## config.mk

```make
export PLATFORM = sky130hd
export DESIGN_NAME = muldiv_sequencer_flat
export DESIGN_NICKNAME = d
export VERILOG_FILES = /design/src/rtl/muldiv_sequencer_if.sv /design/src/rtl/muldiv_sequencer.sv /design/src/flat_wrapper.sv
export SDC_FILE = /design/constraint.sdc
export NUM_CORES = 1
export LEC_CHECK = 0
export CAP_MARGIN = 10
export CORE_ASPECT_RATIO = 1.2
export CORE_UTILIZATION = 40
export CTS_CLUSTER_SIZE = 30
export DETAILED_ROUTE_END_ITERATION = 16
export PLACE_DENSITY = 0.65
export SYNTH_ARGS = -nofsm -noshare
export SYNTH_HDL_FRONTEND = slang
export SYNTH_SLANG_ARGS = --single-unit
```

## constraint.sdc

```tcl
create_clock -name clock -period 2.2 [get_ports clock]
set_input_delay 0.44 -clock clock [delete_from_list [all_inputs] [get_ports clock]]
set_output_delay 0.44 -clock clock [all_outputs]
set_load 0.01 [all_outputs]
```

## src/rtl/muldiv_sequencer_if.sv

```systemverilog
// rtl/muldiv_sequencer_if.sv - handshake bundle between main control, Mult/Div units and the sequencer
interface muldiv_sequencer_if;
    logic start;
    logic op_div;
    logic abort;
    logic mult_done;
    logic div_done;
    logic div0;
    logic mult_ctrl;
    logic div_ctrl;
    logic hi_ctrl;
    logic lo_ctrl;
    logic write_hi;
    logic write_lo;
    logic busy;
    logic done;
    logic div0_exc;
    logic timeout_exc;

    modport master (
        output start, op_div, abort, mult_done, div_done, div0,
        input  mult_ctrl, div_ctrl, hi_ctrl, lo_ctrl, write_hi, write_lo,
               busy, done, div0_exc, timeout_exc
    );

    modport slave (
        input  start, op_div, abort, mult_done, div_done, div0,
        output mult_ctrl, div_ctrl, hi_ctrl, lo_ctrl, write_hi, write_lo,
               busy, done, div0_exc, timeout_exc
    );
endinterface

```

## src/rtl/muldiv_sequencer.sv

```systemverilog
// rtl/muldiv_sequencer.sv - launches Mult/Div, watchdogs completion, writes HI/LO or raises an exception
module muldiv_sequencer #(
    parameter int TIMEOUT = 48
) (
    input  logic               clock,
    input  logic               reset,
    muldiv_sequencer_if.slave  bus
);
    typedef enum logic [2:0] {
        S_IDLE,
        S_MULT_RUN,
        S_DIV_RUN,
        S_WRITE,
        S_EXC
    } state_t;

    localparam logic [7:0] CNT_LAST = 8'(TIMEOUT - 1);

    state_t     state_q, state_d;
    logic [7:0] cnt_q, cnt_d;
    logic       op_q, op_d;
    logic       div0_cause_q, div0_cause_d;
    logic       tmo_cause_q, tmo_cause_d;

    always_ff @(posedge clock or negedge reset) begin
        if (!reset) begin
            state_q      <= S_IDLE;
            cnt_q        <= 8'd0;
            op_q         <= 1'b0;
            div0_cause_q <= 1'b0;
            tmo_cause_q  <= 1'b0;
        end else begin
            state_q      <= state_d;
            cnt_q        <= cnt_d;
            op_q         <= op_d;
            div0_cause_q <= div0_cause_d;
            tmo_cause_q  <= tmo_cause_d;
        end
    end

    always_comb begin
        state_d      = state_q;
        cnt_d        = cnt_q;
        op_d         = op_q;
        div0_cause_d = div0_cause_q;
        tmo_cause_d  = tmo_cause_q;

        case (state_q)
            S_IDLE: begin
                if (bus.start) begin
                    op_d    = bus.op_div;
                    cnt_d   = 8'd0;
                    state_d = bus.op_div ? S_DIV_RUN : S_MULT_RUN;
                end
            end
            S_MULT_RUN: begin
                if (bus.mult_done) begin
                    state_d = S_WRITE;
                end else if (cnt_q == CNT_LAST) begin
                    state_d      = S_EXC;
                    div0_cause_d = 1'b0;
                    tmo_cause_d  = 1'b1;
                end else begin
                    cnt_d = cnt_q + 8'd1;
                end
            end
            S_DIV_RUN: begin
                if (bus.div0) begin
                    state_d      = S_EXC;
                    div0_cause_d = 1'b1;
                    tmo_cause_d  = 1'b0;
                end else if (bus.div_done) begin
                    state_d = S_WRITE;
                end else if (cnt_q == CNT_LAST) begin
                    state_d      = S_EXC;
                    div0_cause_d = 1'b0;
                    tmo_cause_d  = 1'b1;
                end else begin
                    cnt_d = cnt_q + 8'd1;
                end
            end
            S_WRITE: state_d = S_IDLE;
            S_EXC:   state_d = S_IDLE;
            default: state_d = S_IDLE;
        endcase

        // Cancellation overrides every transition, including a start in IDLE.
        if (bus.abort) begin
            state_d = S_IDLE;
        end
    end

    // Mux selects follow the latched op so they stay put from the first run cycle through WRITE.
    assign bus.mult_ctrl   = (state_q == S_MULT_RUN);
    assign bus.div_ctrl    = (state_q == S_DIV_RUN);
    assign bus.hi_ctrl     = ~op_q;
    assign bus.lo_ctrl     = ~op_q;
    assign bus.write_hi    = (state_q == S_WRITE);
    assign bus.write_lo    = (state_q == S_WRITE);
    assign bus.done        = (state_q == S_WRITE);
    assign bus.div0_exc    = (state_q == S_EXC) & div0_cause_q;
    assign bus.timeout_exc = (state_q == S_EXC) & tmo_cause_q;
    assign bus.busy        = (state_q != S_IDLE);
endmodule

```

## src/flat_wrapper.sv

```systemverilog
// flat-port wrapper written by rule: the top's interface ports become plain ports
module muldiv_sequencer_flat 
#(
    parameter int TIMEOUT = 48
)
  (clock, reset, bus_start, bus_op_div, bus_abort, bus_mult_done, bus_div_done, bus_div0, bus_mult_ctrl, bus_div_ctrl, bus_hi_ctrl, bus_lo_ctrl, bus_write_hi, bus_write_lo, bus_busy, bus_done, bus_div0_exc, bus_timeout_exc);
  muldiv_sequencer_if bus_i ();
  input  logic clock;
  input  logic reset;
  input wire logic [$bits(bus_i.start)-1:0] bus_start;
  input wire logic [$bits(bus_i.op_div)-1:0] bus_op_div;
  input wire logic [$bits(bus_i.abort)-1:0] bus_abort;
  input wire logic [$bits(bus_i.mult_done)-1:0] bus_mult_done;
  input wire logic [$bits(bus_i.div_done)-1:0] bus_div_done;
  input wire logic [$bits(bus_i.div0)-1:0] bus_div0;
  output wire logic [$bits(bus_i.mult_ctrl)-1:0] bus_mult_ctrl;
  output wire logic [$bits(bus_i.div_ctrl)-1:0] bus_div_ctrl;
  output wire logic [$bits(bus_i.hi_ctrl)-1:0] bus_hi_ctrl;
  output wire logic [$bits(bus_i.lo_ctrl)-1:0] bus_lo_ctrl;
  output wire logic [$bits(bus_i.write_hi)-1:0] bus_write_hi;
  output wire logic [$bits(bus_i.write_lo)-1:0] bus_write_lo;
  output wire logic [$bits(bus_i.busy)-1:0] bus_busy;
  output wire logic [$bits(bus_i.done)-1:0] bus_done;
  output wire logic [$bits(bus_i.div0_exc)-1:0] bus_div0_exc;
  output wire logic [$bits(bus_i.timeout_exc)-1:0] bus_timeout_exc;
  assign bus_i.start = bus_start;
  assign bus_i.op_div = bus_op_div;
  assign bus_i.abort = bus_abort;
  assign bus_i.mult_done = bus_mult_done;
  assign bus_i.div_done = bus_div_done;
  assign bus_i.div0 = bus_div0;
  assign bus_mult_ctrl = bus_i.mult_ctrl;
  assign bus_div_ctrl = bus_i.div_ctrl;
  assign bus_hi_ctrl = bus_i.hi_ctrl;
  assign bus_lo_ctrl = bus_i.lo_ctrl;
  assign bus_write_hi = bus_i.write_hi;
  assign bus_write_lo = bus_i.write_lo;
  assign bus_busy = bus_i.busy;
  assign bus_done = bus_i.done;
  assign bus_div0_exc = bus_i.div0_exc;
  assign bus_timeout_exc = bus_i.timeout_exc;
  muldiv_sequencer #(.TIMEOUT(TIMEOUT)) u_core (.clock(clock), .reset(reset), .bus(bus_i));
endmodule
```

==> summary.md, run 1 <==
| Metric | Value |
|---|---|
| Netlist Area Pre-Place | `854.6 um^2` |
| Met1 Resource Use GR | `21.65%` |
| Finished Cell Area | `0.001066 mm^2` |
| Final std cells w/o fill | `137` |
| Synth area leaders | `dfrtp_1, nor2_1, o21ai_0` |
| Overall power | `674.2 uW` |
| Site Rows | `17` |
| Gate count of the mapped netlist | `103` |
| Leakage | `0.4846 nW` |
| Sequential Power Share | `45.2%` |
| Max transition margin | `58.89%` |
| Synth top area share | `41.00%` |
| Outcome | `finished clean` |
| Vias | `799` |
| Most frequent cells in the layout | `clkdlybuf4s50_1, nor2_1, dfrtp_1` |
| WHS Path Cells | `1` |
| Ant diodes | `0` |
| Final setup TNS | `0 ns` |
| Worst Skew | `0.002917 ns` |
| Max-slew violation count | `0` |
| Die width | `44.20 um` |
| Syn avg cell area | `8.297 um^2` |
| Int Pwr | `469.9 uW` |
| WP data arrival | `1.67 ns` |
| TritonCTS buffer count | `3` |
| Switching Fraction | `30.30%` |
| CP required | `1.76 ns` |
| H-tree Lvls | `1` |
| Dpl hpwl | `1.422 mm` |
| Post-CTS setup buffer count | `0` |
| Sequential-to-total area share from yosys stat | `41.00%` |
| Synth Warn # | `0` |
| Placer Congestion | `0.9132` |
| Fin nets | `128` |
| Final Hold Viols | `0` |
| Setup violators final | `0` |
| DR iter-0 viols | `27` |
| Fmax achieved | `474.9 MHz` |
| Global Route met3 Usage | `2.069%` |
| Power share of the clock group | `27.2%` |
| Clk Latency, worst-skew pair | `0.28 ns` |
| Largest net degree at the start of global routing | `15` |
| Fin crit share | `95.72%` |
| Buffers added on ports | `17` |
| Clock-pin slew on the worst setup and hold paths | `0.08 ns` |
| Hold Crit Class | `flip-flop to flip-flop` |
| Dpl cells | `133` |
| Overflow left after global routing | `0` |
| Per-cell routed wire length | `13.53 um` |
| Max clock buf depth | `2` |
| Proportion of layout cells with a drive suffix above 1 | `11.02%` |
| Die area | `0.002326 mm^2` |
| Die height | `52.64 um` |
| Commonest non-fill, non-tap cell in the layout | `clkdlybuf4s50_1` |
| Core area | `0.001914 mm^2` |
| Met2 Use GR | `32.35%` |
| Asr flop ratio synth | `100.0%` |
| Root Driver | `clkbuf_4` |
| Cell taking the most area after synthesis | `dfrtp_1` |
| DRT Pass-1 Iters | `8` |
| Type of the worst setup path | `flip-flop to primary output` |
| Min Tclk post-route | `2.106 ns` |
| Max Cap Violations | `0` |
| Initial antenna violation count | `0` |
| Io pins | `18` |
| Crit path launch type | `flip-flop` |
| Main synth FF type | `dfrtp_1` |
| Worst Reg-to-Reg Cells | `6` |
| Vias per inst | `5.832` |
| Max FO, Critical Path | `11` |
| Final ANT Viol Nets | `0` |
| Yosys reg bits | `14` |
| Combinational share of power | `27.6%` |
| Clock sinks | `14` |
| Pwr/cell area | `632.5 mW/mm^2` |
| Setup crit end kind | `primary output` |
| DRC | `0` |
| WL final | `1.853 mm` |
| Cell variety after synth | `32` |
| Switch Pwr | `204.3 uW` |
| Layer with the highest usage | `met2` |
| Post-synth EDFFs | `0` |
| Global-route wire length before repair | `3.160 mm` |
| RSZ-0062 raised after global routing | `no` |
| VDD IR-drop max | `0.4716 mV` |
| Worst-margin pin slew | `0.6148 ns` |
| Area growth from synthesis to layout | `24.74%` |
| Synthesized Nets | `112` |
| Starting Density | `44.64%` |
| TritonCTS clock tree | `yes` |
| Post-DP Area | `0.001018 mm^2` |
| GRT Overall Usage | `18.66%` |
| Vias in the first global route | `737` |
## path summary, 6_finish.rpt
check                                         start                   to  slack, ns
worst max-delay path              u_core.state_q[1]             bus_busy       0.09
worst min-delay path            u_core.div0_cause_q  u_core.div0_cause_q       0.50
worst max register to register      u_core.cnt_q[0]      u_core.cnt_q[5]       0.11
worst min register to register  u_core.div0_cause_q  u_core.div0_cause_q       0.50
max in group asynchronous                     reset    u_core.state_q[2]       1.23
min in group asynchronous                     reset      u_core.cnt_q[7]       0.54
## power groups by stage
stage / Combinational [mW] / Clock, mW / Sequential, mW
floorplan: 0.122 / 0 / 0.296
global placement: 0.184 / 0 / 0.307
detailed placement: 0.185 / 0 / 0.309
CTS: 0.187 / 0.186 / 0.303
global route: 0.207 / 0.206 / 0.310
finish: 0.186 / 0.183 / 0.305
## Yosys cell counts (3+ instances only)
| cell | number |
|---|---|
| inv_1 | 4 |
| a21oi_1 | 7 |
| nand3_1 | 5 |
| nor2_1 | 12 |
| and3_1 | 4 |
| buf_2 | 3 |
| o31ai_1 | 4 |
| nand2b_1 | 5 |
| nand2_1 | 9 |
| buf_4 | 3 |
| dfrtp_1 | 14 |
| o21ai_0 | 8 |
## registers in the layout (all words and copies together) (netlist names)
signal and cells:
u_core.op_q 1, u_core.div0_cause_q 1, u_core.tmo_cause_q 1, u_core.cnt_q 8, u_core.state_q 3
## layer usage
metal  part of all wire (%)  wire [um]
met1                     44        812
met2                     51        939
met3                    3.7         69
met4                    1.7         32
met5                      0          0
## critical path, stage by stage (launching register included)
cell	delay, ns
dfrtp_2	0.49
or3_1	0.40
clkdlybuf4s50_1	0.49
## what timing repair did
item / in CTS / in global routing
hold buffers: 0 / 0
endpoints found under the setup margin: 0 / 6
resized for setup: 0 / 7
## kinds of logic (layout without fill, tap and decap cells)
logic type	after synthesis	after routing	synth area share (%)
XOR/XNOR	1	1	1.025
adder cells (fa/ha/maj)	1	1	1.464
AO/OA/AOI/OAI	30	30	21.38
buffers and inverters	12	27	7.027
AND/OR/NAND/NOR	45	45	28.11
flip-flops	14	14	41.00
## layout make-up
class                           instances  area [um^2]
Timing Repair Buffer                   19        187.7
Inverter                                4        15.01
Tap cell                               19        23.77
Sequential cell                        14        354.1
Multi-Input combinational cell         77        449.2
Fill cell                             188        848.3
Clock buffer                            4        36.28
## per-stage QoR
stage | hold WS [ns] | utilization (%) | setup slack, ns
CTS | 0.5066 | 55.10 | 0.004477
detailed placement | 0.4804 | 53.20 | 0.04106
global placement | 0.4816 | 53.20 | 0.1022
floorplan | 0.1444 | - | 0.3226
finish | 0.5017 | 55.69 | 0.09423
global route | 0.5232 | 55.69 | 0.01068
No activity file was read; power rests on OpenSTA's default activity.
==> run 2, diff against run 1 <==
--- a/config.mk
+++ b/config.mk
@@ -8,6 +8,7 @@
 export CAP_MARGIN = 10
 export CORE_ASPECT_RATIO = 1.2
 export CORE_UTILIZATION = 40
+export CTS_CLUSTER_DIAMETER = 200
 export CTS_CLUSTER_SIZE = 30
 export DETAILED_ROUTE_END_ITERATION = 16
 export PLACE_DENSITY = 0.65
==> results of run 2 <==
No change in the layout: final DEF, timing and power equal those of run 1.
==> run 3, diff against run 2 <==
--- a/config.mk
+++ b/config.mk
@@ -7,11 +7,11 @@
 export LEC_CHECK = 0
 export CAP_MARGIN = 10
 export CORE_ASPECT_RATIO = 1.2
-export CORE_UTILIZATION = 40
+export CORE_UTILIZATION = 49
 export CTS_CLUSTER_DIAMETER = 200
 export CTS_CLUSTER_SIZE = 30
 export DETAILED_ROUTE_END_ITERATION = 16
-export PLACE_DENSITY = 0.65
+export PLACE_DENSITY = 0.77
 export SYNTH_ARGS = -nofsm -noshare
 export SYNTH_HDL_FRONTEND = slang
 export SYNTH_SLANG_ARGS = --single-unit
==> summary.md, run 3 (synthesis gave the netlist of run 1 again) <==
| Metric | Value |
|---|---|
| Biggest regs | `u_core.cnt_q (8), u_core.state_q (3) (unchanged)` |
| Hold Crit Class | `flip-flop to flip-flop (unchanged)` |
| Top reg by flops | `u_core.cnt_q (unchanged)` |
| Switch Pwr | `208.0 uW (was 204.3 uW)` |
| Clock-pin slew on the worst setup and hold paths | `0.09 ns (was 0.08 ns)` |
| Setup crit end kind | `primary output (unchanged)` |
| Vias per inst | `5.860 (was 5.832)` |
| Global-route wire length before repair | `2.932 mm (was 3.160 mm)` |
| Vias in the first global route | `667 (was 737)` |
| Worst Skew | `0.003457 ns (was 0.002917 ns)` |
| H-tree Lvls | `1 (unchanged)` |
| Min Tclk post-route | `2.110 ns (was 2.106 ns)` |
| Clock sinks | `14 (unchanged)` |
| Buffers added on ports | `17 (unchanged)` |
| Pwr/cell area | `641.8 mW/mm^2 (was 632.5 mW/mm^2)` |
| Crit path launch type | `flip-flop (unchanged)` |
| Max FO, Critical Path | `11 (unchanged)` |
| Ant diodes | `0 (unchanged)` |
| Core area | `0.001642 mm^2 (was 0.001914 mm^2)` |
| Site Rows | `16 (was 17)` |
| Switching Fraction | `30.65% (was 30.30%)` |
| Max transition margin | `58.34% (was 58.89%)` |
| Die width | `40.12 um (was 44.20 um)` |
| Max Cap Violations | `0 (unchanged)` |
| Post-CTS setup buffer count | `0 (unchanged)` |
| Fin nets | `128 (unchanged)` |
| Final setup TNS | `0 ns (unchanged)` |
| Combinational share of power | `27.2% (was 27.6%)` |
| Dpl hpwl | `1.410 mm (was 1.422 mm)` |
| Overflow left after global routing | `0 (unchanged)` |
| TritonCTS clock tree | `yes (unchanged)` |
| Max reg flops | `8 (unchanged)` |
| DP Worst Slack | `0.07819 ns (was 0.04106 ns)` |
| Proportion of layout cells with a drive suffix above 1 | `10.17% (was 11.02%)` |
| Largest net degree at the start of global routing | `15 (unchanged)` |
| DRT Pass-1 Iters | `4 (was 8)` |
| Fin crit share | `95.93% (was 95.72%)` |
| DRC | `0 (unchanged)` |
| Worst-margin pin slew | `0.6230 ns (was 0.6148 ns)` |
| Final Hold Viols | `0 (unchanged)` |
| Most frequent cells in the layout | `clkdlybuf4s50_1, nor2_1, dfrtp_1 (unchanged)` |
| Clk Latency, worst-skew pair | `0.29 ns (was 0.28 ns)` |
| Vias | `797 (was 799)` |
| TritonCTS buffer count | `3 (unchanged)` |
| Setup violators final | `0 (unchanged)` |
| Placer Congestion | `0.7850 (was 0.9132)` |
| VDD IR-drop max | `0.4098 mV (was 0.4716 mV)` |
| Fill cells | `148 (was 188)` |
| Area growth from synthesis to layout | `23.72% (was 24.74%)` |
| RSZ-0062 raised after global routing | `no (unchanged)` |
| Int Pwr | `470.6 uW (was 469.9 uW)` |
| Io pins | `18 (unchanged)` |
| Final setup margin | `0.08952 ns (was 0.09423 ns)` |
| Max-slew violation count | `0 (unchanged)` |
| WP data arrival | `1.67 ns (about the same)` |
| Starting Density | `52.06% (was 44.64%)` |
| DR iter-0 viols | `7 (was 27)` |
| Overall power | `678.6 uW (was 674.2 uW)` |
| Final ANT Viol Nets | `0 (unchanged)` |
| Initial antenna violation count | `0 (unchanged)` |
| Per-cell routed wire length | `14.33 um (was 13.53 um)` |
| CP required | `1.76 ns (about the same)` |
| GRT Overall Usage | `23.51% (was 18.66%)` |
| Max clock buf depth | `2 (unchanged)` |
| Die height | `47.75 um (was 52.64 um)` |
| Outcome | `finished clean (unchanged)` |
| Leakage | `0.4660 nW (was 0.4846 nW)` |
| Die area | `0.001916 mm^2 (was 0.002326 mm^2)` |
| WL final | `1.949 mm (was 1.853 mm)` |
| Root Driver | `clkbuf_4 (unchanged)` |
| Power share of the clock group | `27.9% (was 27.2%)` |
| Sequential Power Share | `44.9% (was 45.2%)` |
| Fmax achieved | `473.8 MHz (was 474.9 MHz)` |
| Commonest non-fill, non-tap cell in the layout | `clkdlybuf4s50_1 (unchanged)` |
| Type of the worst setup path | `flip-flop to primary output (unchanged)` |
run 3: cell count changes in the layout (fill, tap and decap cells not counted):
cell,change
o31ai_2,-1
dlymetal6s2s_1,-1
clkdlybuf4s50_1,+1
o31ai_1,+1
run 3: final cells by class:
type | instances | area [um^2] | share of cell area, %
multi-input cells | 77 | 444.2 | 42.01
repair buffers | 19 | 185.2 | 17.51
inverters | 4 | 15.01 | 1.420
clock buffers | 4 | 36.28 | 3.432
well taps | 18 | 22.52 | 2.130
flip-flops and latches | 14 | 354.1 | 33.49
run 3: metrics by stage:
stage | area (um^2) | hold WS [ns] | std cells | utilization, %
final | 1057 | 0.4936 | 136 | 64.41
after global routing | 1057 | 0.5192 | 136 | 64.41
after CTS | 1054 | 0.4887 | 136 | 64.18
after detailed placement | 1017 | 0.4716 | 132 | 61.97
after global placement | 1017 | 0.4758 | 132 | 61.97
after floorplan | 854.6 | 0.1444 | 103 | -
run 3: worst paths after layout:
check                             startpoint           endpoint  cells past startpoint  slack, ns
min in group asynchronous              reset    u_core.cnt_q[2]                      1       0.53
setup reg to reg             u_core.cnt_q[0]    u_core.cnt_q[3]                      6       0.14
setup / recovery           u_core.state_q[1]           bus_busy                      2       0.09
max in group asynchronous              reset  u_core.state_q[2]                      1       1.23
hold / removal               u_core.cnt_q[7]    u_core.cnt_q[7]                      1       0.49
hold reg to reg              u_core.cnt_q[7]    u_core.cnt_q[7]                      1       0.49
run 3: routing by layer:
layer  up-vias  global-route usage, %  wire, um
li1        388                      -         -
met5         -                      0         0
met2        21                  40.00       983
met1       381                  27.68       843
met4         0                  12.41        38
met3         7                  4.186        84
run 3: timing repair:
item | in CTS | in global routing
hold buffers | 0 | 0
setup endpoints to repair | 0 | 5
gates resized for setup | 0 | 5
run 3: power groups by stage:
stage          Clock (mW)  Sequential [mW]  Combinational, mW
4_1_cts             0.192            0.303              0.185
3_3_place_gp            0            0.307              0.179
2_1_floorplan           0            0.296              0.122
3_5_place_dp            0            0.308              0.184
6_report            0.189            0.305              0.185
5_1_grt             0.204            0.307              0.209
run 3: worst max-delay path, cell delays in order, from the launching register on:
cell	delay [ns]
dfrtp_2	0.49
or3_1	0.40
clkdlybuf4s50_1	0.49
